==> config.mk <==
export PLATFORM = sky130hd
export DESIGN_NAME = mem_cmd_ctrl
export DESIGN_NICKNAME = d
export VERILOG_FILES = /design/src/rtl/mem_ctrl_pkg.sv /design/src/rtl/cmd_fifo.sv /design/src/rtl/mem_cmd_ctrl.sv
export SDC_FILE = /design/constraint.sdc
export NUM_CORES = 1
export LEC_CHECK = 0
export BUFFER_PORTS_ARGS = -buffer_cell sky130_fd_sc_hd__buf_2
export CORE_MARGIN = 5
export CORE_UTILIZATION = 50
export DETAILED_ROUTE_END_ITERATION = 6
export PLACE_DENSITY = 0.83
export SLEW_MARGIN = 20
export SYNTH_ARGS = -nofsm -noshare
export SYNTH_HDL_FRONTEND = slang
export SYNTH_SLANG_ARGS = --single-unit
==> constraint.sdc <==
create_clock -name clk -period 3.1 [get_ports clk]
set_input_delay 0.31 -clock clk [delete_from_list [all_inputs] [get_ports clk]]
set_output_delay 0.31 -clock clk [all_outputs]
set_load 0.01 [all_outputs]
==> src/rtl/mem_ctrl_pkg.sv <==
// mem_ctrl_pkg
//   Shared types and widths for the memory command front-end.
//   ADDR_W / DATA_W match the 16x32 single-port memory downstream.
//   state_t    : controller FSM states
//   mem_cmd_t  : one queued host command (write flag, address, write data)
package mem_ctrl_pkg;

  localparam int ADDR_W = 4;
  localparam int DATA_W = 32;

  typedef enum logic [1:0] {
    IDLE    = 2'd0,
    WAIT_RD = 2'd1,
    RSP     = 2'd2
  } state_t;

  typedef struct packed {
    logic              write;
    logic [ADDR_W-1:0] addr;
    logic [DATA_W-1:0] wdata;
  } mem_cmd_t;

endpackage

==> src/rtl/cmd_fifo.sv <==
// cmd_fifo
//   In-order command queue between the host handshake and the issue FSM.
//   Head entry is visible combinationally; pop consumes it at the clock edge.
//   Ports:
//     clk, rst          clock, asynchronous active-low reset (empties queue)
//     push, push_data   write one command (ignored when full)
//     pop, head         consume / observe the oldest command (ignored when empty)
//     full, empty       occupancy flags, valid before the edge
module cmd_fifo
  import mem_ctrl_pkg::*;
#(
  parameter int FIFO_DEPTH = 4
) (
  input  logic     clk,
  input  logic     rst,
  input  logic     push,
  input  mem_cmd_t push_data,
  input  logic     pop,
  output mem_cmd_t head,
  output logic     full,
  output logic     empty
);

  localparam int PTR_W = $clog2(FIFO_DEPTH);

  mem_cmd_t         slots [FIFO_DEPTH];
  logic [PTR_W:0]   wr_ptr;
  logic [PTR_W:0]   rd_ptr;
  logic             do_push;
  logic             do_pop;

  assign do_push = push && !full;
  assign do_pop  = pop && !empty;

  // Extra pointer MSB distinguishes full from empty when the indices match.
  assign empty = (wr_ptr == rd_ptr);
  assign full  = (wr_ptr[PTR_W] != rd_ptr[PTR_W]) &&
                 (wr_ptr[PTR_W-1:0] == rd_ptr[PTR_W-1:0]);

  assign head = slots[rd_ptr[PTR_W-1:0]];

  always_ff @(posedge clk or negedge rst) begin
    if (!rst) begin
      wr_ptr <= '0;
      rd_ptr <= '0;
    end else begin
      if (do_push) wr_ptr <= wr_ptr + (PTR_W+1)'(1);
      if (do_pop)  rd_ptr <= rd_ptr + (PTR_W+1)'(1);
    end
  end

  // Storage needs no reset: an entry is only read after it has been written.
  always_ff @(posedge clk) begin
    if (do_push) slots[wr_ptr[PTR_W-1:0]] <= push_data;
  end

endmodule

==> src/rtl/mem_cmd_ctrl.sv <==
// mem_cmd_ctrl
//   Command front-end for the 16x32 single-port memory. Host commands are
//   queued in cmd_fifo and issued one at a time on registered mem_en/mem_re
//   pins. A read waits for the memory's one-cycle valid pulse (or a timeout)
//   and holds the result on rsp_* until the host takes it.
//   Widths come from mem_ctrl_pkg (ADDR_W=4, DATA_W=32).
//   Ports:
//     clk, rst                       clock, asynchronous active-low reset
//     cmd_valid/ready/write/addr/wdata  host command handshake
//     rsp_valid/ready/rdata/err      held read response (err = timed out)
//     mem_en/re/addr/wdata           registered memory command pins
//     mem_rdata, mem_valid           memory read data and its valid pulse
//     busy                           queue non-empty, FSM active or issue pending
//
//   state   | meaning
//   --------+--------------------------------------------------------------
//   IDLE    | pop queue head; writes issue and stay, reads issue and leave
//   WAIT_RD | read issued, waiting for mem_valid or the timeout to expire
//   RSP     | response held on rsp_* until rsp_ready
module mem_cmd_ctrl
  import mem_ctrl_pkg::*;
#(
  parameter int FIFO_DEPTH = 4,
  parameter int TIMEOUT    = 8
) (
  input  logic              clk,
  input  logic              rst,
  input  logic              cmd_valid,
  output logic              cmd_ready,
  input  logic              cmd_write,
  input  logic [ADDR_W-1:0] cmd_addr,
  input  logic [DATA_W-1:0] cmd_wdata,
  output logic              rsp_valid,
  input  logic              rsp_ready,
  output logic [DATA_W-1:0] rsp_rdata,
  output logic              rsp_err,
  output logic              mem_en,
  output logic              mem_re,
  output logic [ADDR_W-1:0] mem_addr,
  output logic [DATA_W-1:0] mem_wdata,
  input  logic [DATA_W-1:0] mem_rdata,
  input  logic              mem_valid,
  output logic              busy
);

  localparam int CNT_W = $clog2(TIMEOUT + 1);
  // Down-counter: loaded on read issue, timeout fires when it is already
  // zero, i.e. after TIMEOUT full cycles spent in WAIT_RD.
  localparam logic [CNT_W-1:0] TMO_LOAD = CNT_W'(TIMEOUT - 1);

  state_t            state;
  state_t            state_nxt;
  logic              ready_q;
  logic [CNT_W-1:0]  tmo_cnt;
  logic [CNT_W-1:0]  tmo_cnt_nxt;

  mem_cmd_t          push_cmd;
  mem_cmd_t          head;
  logic              push;
  logic              pop;
  logic              full;
  logic              empty;

  logic              mem_en_nxt;
  logic              mem_re_nxt;
  logic [ADDR_W-1:0] mem_addr_nxt;
  logic [DATA_W-1:0] mem_wdata_nxt;
  logic              rsp_valid_nxt;
  logic [DATA_W-1:0] rsp_rdata_nxt;
  logic              rsp_err_nxt;

  // cmd_ready stays low through reset and rises on the first edge after it.
  assign cmd_ready = ready_q && !full;
  assign push      = cmd_valid && cmd_ready;
  assign push_cmd  = '{write: cmd_write, addr: cmd_addr, wdata: cmd_wdata};

  cmd_fifo #(
    .FIFO_DEPTH (FIFO_DEPTH)
  ) u_fifo (
    .clk       (clk),
    .rst       (rst),
    .push      (push),
    .push_data (push_cmd),
    .pop       (pop),
    .head      (head),
    .full      (full),
    .empty     (empty)
  );

  assign busy = !empty || (state != IDLE) || mem_en || mem_re;

  always_comb begin
    state_nxt     = state;
    tmo_cnt_nxt   = tmo_cnt;
    pop           = 1'b0;
    mem_en_nxt    = 1'b0;
    mem_re_nxt    = 1'b0;
    mem_addr_nxt  = mem_addr;
    mem_wdata_nxt = mem_wdata;
    rsp_valid_nxt = rsp_valid;
    rsp_rdata_nxt = rsp_rdata;
    rsp_err_nxt   = rsp_err;

    unique case (state)
      IDLE: begin
        if (!empty) begin
          pop          = 1'b1;
          mem_addr_nxt = head.addr;
          if (head.write) begin
            mem_en_nxt    = 1'b1;
            mem_wdata_nxt = head.wdata;
          end else begin
            mem_re_nxt  = 1'b1;
            tmo_cnt_nxt = TMO_LOAD;
            state_nxt   = WAIT_RD;
          end
        end
      end

      WAIT_RD: begin
        // A data pulse wins over a timeout landing on the same edge.
        if (mem_valid) begin
          rsp_valid_nxt = 1'b1;
          rsp_rdata_nxt = mem_rdata;
          rsp_err_nxt   = 1'b0;
          state_nxt     = RSP;
        end else if (tmo_cnt == '0) begin
          rsp_valid_nxt = 1'b1;
          rsp_rdata_nxt = '0;
          rsp_err_nxt   = 1'b1;
          state_nxt     = RSP;
        end else begin
          tmo_cnt_nxt = tmo_cnt - CNT_W'(1);
        end
      end

      RSP: begin
        if (rsp_ready) begin
          rsp_valid_nxt = 1'b0;
          state_nxt     = IDLE;
        end
      end

      default: begin
        state_nxt = IDLE;
      end
    endcase
  end

  always_ff @(posedge clk or negedge rst) begin
    if (!rst) begin
      state     <= IDLE;
      ready_q   <= 1'b0;
      tmo_cnt   <= '0;
      mem_en    <= 1'b0;
      mem_re    <= 1'b0;
      mem_addr  <= '0;
      mem_wdata <= '0;
      rsp_valid <= 1'b0;
      rsp_rdata <= '0;
      rsp_err   <= 1'b0;
    end else begin
      state     <= state_nxt;
      ready_q   <= 1'b1;
      tmo_cnt   <= tmo_cnt_nxt;
      mem_en    <= mem_en_nxt;
      mem_re    <= mem_re_nxt;
      mem_addr  <= mem_addr_nxt;
      mem_wdata <= mem_wdata_nxt;
      rsp_valid <= rsp_valid_nxt;
      rsp_rdata <= rsp_rdata_nxt;
      rsp_err   <= rsp_err_nxt;
    end
  end

endmodule

* Yosys cells after proc, flatten, opt, wreduce, memory -nomap -nowiden
Memory sizes are Yosys's and may differ from the RTL's.
Index checks and enable logic that the tools add are counted.
** Storage, ports and cells
- Register bits after elaboration :: 85
- Bits in writable memories :: 148
- Bits of input ports :: 74
- Logic and storage cells :: 78
- Memories :: 1
** Cells by class
- $add $sub $neg :: 3
- Eq/ne operators :: 11
- Mux-type cells :: 28
- Bitwise operators :: 1
- Reductions and logical operators :: 22
** Memories
- u_fifo.slots :: depth 4, width 37, rd ports 1, clocked after Yosys merged registers in 0, write ports 1, RTL line cmd_fifo.sv:26 : mem_cmd_t slots [FIFO_DEPTH];
** Operators by type and width (count)
- $mux W32 :: 2
- $mux W4 :: 4
- $mux W1 :: 14
- $mux W2 :: 5
- $ne A2 B2 Y1 const B :: 5
- $pmux W4 S2 :: 1
- $reduce_bool A2 Y1 :: 4
- $add A3 B1 Y3 const B :: 2
- $pmux W2 S3 :: 1
- $reduce_and A3 Y1 :: 2
- $logic_and A1 B1 Y1 :: 5
- $reduce_and A5 Y1 :: 1
- $logic_not A4 Y1 :: 1
- $reduce_and A2 Y1 :: 2
- $reduce_and A4 Y1 :: 1
- $sub A4 B1 Y4 const B :: 1
- $eq A3 B3 Y1 :: 1
- $logic_or A1 B1 Y1 :: 3
- $ne A3 B3 Y1 const B :: 1
- $eq A2 B1 Y1 const B :: 1
- $eq A2 B2 Y1 :: 1
- $eq A2 B2 Y1 const B :: 1
- $logic_not A1 Y1 :: 2
- $logic_not A2 Y1 :: 1
- 3 further kinds :: 3

* Logic depth before layout (Yosys ltp)
- Depth in word-level cells :: 8
- Gate-level depth with buffers :: 6
- Depth with buffers taken out :: 5

* By module
From an unflattened synthesis, not the netlist that was laid out.
** Second synthesis, totals
- Cells, all modules :: 441
- Area, all modules :: 8856.0 um^2
** By module, submodules not included
- cmd_fifo :: instances 1, cells an instance 243, area each 5836.8 um^2, sequential area each 4594.4 um^2
- mem_cmd_ctrl :: instances 1, cells an instance 198, area each 3019.1 um^2, sequential area each 1976.9 um^2

* Worst setup path after synthesis
No wires, ideal clock.
- Path type :: register -> register
- Start :: register u_fifo.rd_ptr[1]
- End :: memory u_fifo.slots[3][0] (netlist bit), enable pin
- Library setup time :: 0.399 ns
- Arrival time :: 1.999 ns
- Data required time :: 2.701 ns
- Path slack :: 0.701 ns
- Stages on the path, launching flop included :: 4
- Clock period less this slack :: 2.399 ns
- Cell sequence :: dfrtp_1 -> xnor2_1 -> a31oi_1 -> and2_1
** Between the ends
- Cells in the longest elaborated chain, start to end :: 8
** RTL lines
- start, declared :: RTL line cmd_fifo.sv:28 : logic [PTR_W:0] rd_ptr;
- start signal, assigned :: RTL line cmd_fifo.sv:48 : if (do_pop) rd_ptr <= rd_ptr + (PTR_W+1)'(1);
- $eq A2 B2 Y1 (*) :: RTL line cmd_fifo.sv:38 : (wr_ptr[PTR_W-1:0] == rd_ptr[PTR_W-1:0]);
- $logic_and A1 B1 Y1 (*) :: RTL line cmd_fifo.sv:37 : assign full = (wr_ptr[PTR_W] != rd_ptr[PTR_W]) &&
- $logic_not A1 Y1 (*) :: RTL line cmd_fifo.sv:32, mem_cmd_ctrl.sv:73
- $logic_and A1 B1 Y1 :: RTL line mem_cmd_ctrl.sv:73 : assign cmd_ready = ready_q && !full;
- $logic_and A1 B1 Y1 :: RTL line mem_cmd_ctrl.sv:74 : assign push = cmd_valid && cmd_ready;
- $logic_and A1 B1 Y1 (*) :: RTL line cmd_fifo.sv:32 : assign do_push = push && !full;
- $mux W1 (*) :: RTL line cmd_fifo.sv:54 : if (do_push) slots[wr_ptr[PTR_W-1:0]] <= push_data;
- $mux W1 (implied by the code) (*) :: RTL line cmd_fifo.sv:54
- end, declared :: RTL line cmd_fifo.sv:26
Every way passes the cells marked *; elsewhere a longest branch is shown, timed or not.

* Worst setup path in the final report
- Start :: register u_fifo.rd_ptr[0]
- End :: output port busy
** Between the ends
- Cells in the longest elaborated chain, start to end :: 5
** RTL lines
- $eq A3 B3 Y1 :: RTL line cmd_fifo.sv:36 : assign empty = (wr_ptr == rd_ptr);
- $logic_not A1 Y1 :: RTL line mem_cmd_ctrl.sv:90 : assign busy = !empty || (state != IDLE) || mem_en || mem_re;
- $logic_or A1 B1 Y1 (3 in series) :: RTL line mem_cmd_ctrl.sv:90
- end, declared :: RTL line mem_cmd_ctrl.sv:43 : output logic busy
Every way passes these cells.

==> summary.txt <==
Seq/Total Area, Yosys: 0.756
HPWL Detailed: 11.0 mm
Post-route DRC violation count: 0
Worst-path maximum fanout: 5
IO Count: 148
PortBufs: 147
RSZ-0062 raised after global routing: no
Clock slew at reported path FFs: 0.06 ns
CTS Root Cell: clkbuf_16
Worst R2R Setup Slack: 0.94 ns
DRT Pass-1 Iters: 4
Crit path max-delay family: flip-flops
Rel. slew slack: 0.312
Fin util: 0.628
Ys flop type: edfxtp_1
Gpl congestion: 0.903
Kind of critical path: flip-flop to output port
Post-synth EDFFs: 148
Layout Skew: 0.0302 ns
Area grow syn2layout: 24.2%
CTS resizes: 0
Post-route ant nets: 0
Vias in the first global route: 5149
Core area: 17200 um^2
CTS tree: done
Crit path cell chain: xnor2_1, nand2_1, nor2_1, nand3_1, buf_2
Initial antenna violation count: 1
Period utilisation layout: 0.712
Arrival time worst endpoint: 1.90 ns
Syn Nets: 511
Share of cells above drive strength 1: 0.393
Status: completed
Mapped Cells: 431
Required time worst endpoint: 2.79 ns
Congestion Overflow GR: 0
Post-Route WL: 18.0 mm
Async set-or-reset flop fraction in the synthesized netlist: 0.365
DP Cell Count: 798
Final #Nets: 706
R2r endpoint: rsp_rdata[16]
Yosys reg bits: 233
Total chip power: 10.6 mW
Min-delay worst type: input port to flip-flop
Yosys Warn Count: 0
Initial DRC count: 286
WL/cell: 20.7 um
First-pass GRT wire length: 28.3 mm
Final non-filler cell total: 870
Vias: 4717
Yosys cell types: 35
Hold Fails Final Rpt: 0
Fin crit period: 2.21 ns
Setup TNS Final: 0 ns
Finish-stage setup viols: 0
Startpoint types: flip-flop
R2R Path Start: tmo_cnt[1]
Mean Syn Cell Area: 20.2 um^2
Largest net degree at the start of global routing: 54
Die H: 142 um
Clk_lat worst skew: 0.52 ns
Initial Utilization: 0.506
Worst Max-Slew Pin Slew: 1.03 ns
H-Tree Depth: 1
Number of clock sinks: 233
Hold Slack: 0.0183 ns
Buf/Inv on CP: 1
Fillers: 1191
Die area: 20100 um^2
Hold Path Depth: 1
Max rail drop VDD: 690 uV
Die Width: 142 um
Hold path start: cmd_wdata[29]
WHS Endpoint: u_fifo.slots[1][29]
Power per cell area: 980 nW/um^2
Row count: 48
Crit-path slowest cell: dfrtp_2
Crit end category: output port
Overall global routing resource usage: 0.182
Number of vias per cell: 5.42
Final Max Tran Viols: 0
Number of CTS-inserted buffers: 24
Crit path largest cell delay: 0.45 ns
Fmax achieved: 0.453 GHz
CTS max path bufs: 3
P_leak: 4.32 nW
Mapped Area: 8690 um^2
Worst reg-to-reg path cell count: 5
Max_cap viols: 0
-- layer usage --
| layer | vias to the layer above | track usage | routed length [um] |
|---|---|---|---|
| li1 | 2098 | - | - |
| met3 | 25 | 0.0371 | 1180 |
| met4 | 0 | 0.0434 | 312 |
| met5 | - | 0 | 0 |
| met1 | 2392 | 0.233 | 7200 |
| met2 | 202 | 0.322 | 9300 |
-- worst max path at each step --
stage	endpoint	from	cells past startpoint	slack (ns)
6_report	busy	u_fifo.rd_ptr[0]	5	0.89
5_1_grt	busy	u_fifo.rd_ptr[0]	5	0.71
2_1_floorplan	u_fifo.slots[3][0]	u_fifo.rd_ptr[1]	3	0.70
4_1_cts	busy	u_fifo.rd_ptr[0]	5	0.86
3_3_place_gp	mem_wdata[1]	u_fifo.rd_ptr[0]	5	0.99
3_5_place_dp	mem_wdata[9]	u_fifo.rd_ptr[0]	5	0.94
-- layout by cell type, fill, tap and decap left out, types with 2 or more instances in the layout --
| master | instances |
|---|---|
| edfxtp_1 | 148 |
| buf_2 | 146 |
| dfrtp_1 | 83 |
| mux4_2 | 37 |
| a22o_1 | 32 |
| mux2_1 | 29 |
| dlygate4sd3_1 | 27 |
| clkbuf_16 | 26 |
| buf_4 | 16 |
| nand2_1 | 10 |
| mux2_2 | 8 |
| inv_1 | 7 |
| nor2_1 | 6 |
| ha_1 | 6 |
| clkinv_2 | 6 |
| clkbuf_1 | 6 |
| xnor2_1 | 5 |
| o21ai_0 | 5 |
| and2_2 | 4 |
| a21oi_1 | 4 |
| xor2_1 | 3 |
| a31oi_1 | 3 |
| clkbuf_8 | 3 |
| nand3_1 | 2 |
| mux2i_1 | 2 |
| dfrtp_2 | 2 |
-- metrics by stage --
| stage | cell area [um^2] | setup slack (ns) |
|---|---|---|
| after floorplan | 8690 | 0.701 |
| after global placement | 9720 | 0.992 |
| after detailed placement | 9720 | 0.940 |
| after CTS | 10800 | 0.859 |
| after global routing | 10800 | 0.712 |
| final | 10800 | 0.893 |
-- synthesized netlist by cell type (2+ instances only) --
library cell	n	share of area
a31oi_1	3	0.0022
nand3_1	2	0.0012
mux2_1	29	0.038
xor2_1	3	0.0030
edfxtp_1	148	0.51
nor2_1	6	0.0026
buf_2	5	0.0029
a21oi_1	4	0.0023
dfrtp_1	85	0.24
inv_1	7	0.0030
o21ai_0	5	0.0029
mux2_2	8	0.010
clkbuf_1	12	0.0052
and2_1	5	0.0036
a22o_1	32	0.032
buf_6	3	0.0039
nand2_1	10	0.0043
mux4_2	37	0.096
xnor2_1	5	0.0050
mux2i_1	2	0.0023
ha_1	6	0.0086
-- what timing repair did --
item / 4_1_cts / 5_1_grt
hold endpoints to repair: 144 / 0
hold buffers: 27 / 0
setup buffers: 0 / 0
-- registers in the layout, summed over array words and instances, names as in the netlist --
name / flops
u_fifo.slots: 148
mem_wdata: 32
rsp_rdata: 32
mem_addr: 4
tmo_cnt: 4
u_fifo.rd_ptr: 3
u_fifo.wr_ptr: 3
state: 2
mem_en: 1
mem_re: 1
ready_q: 1
rsp_err: 1
rsp_valid: 1
-- kinds of logic after synthesis --
logic type / share of synthesized area
flip-flops: 0.756
multiplexers: 0.146
AO/OA/AOI/OAI: 0.0481
AND/OR/NAND/NOR: 0.0173
buffers and inverters: 0.0150
XOR/XNOR: 0.00806
adder cells (fa/ha/maj): 0.00864
other: 0.000432
-- cell type report --
cell class | instances | area (um^2) | area share
Clock buffer | 35 | 714 | 0.0662
Sequential cell | 233 | 6570 | 0.609
Tap cell | 225 | 282 | 0.0261
Clock inverter | 9 | 80.1 | 0.00742
Antenna cell | 1 | 2.50 | 0.000232
Timing Repair Buffer | 189 | 1120 | 0.104
Inverter | 7 | 26.3 | 0.00243
Multi-Input combinational cell | 171 | 1990 | 0.185
-- power by group --
group / internal [mW] / switching (mW)
Clock: 1.69 / 1.14
Combinational: 1.56 / 1.67
Sequential: 4.11 / 0.405
Total: 7.36 / 3.22
(Power assumes the default switching activity.)
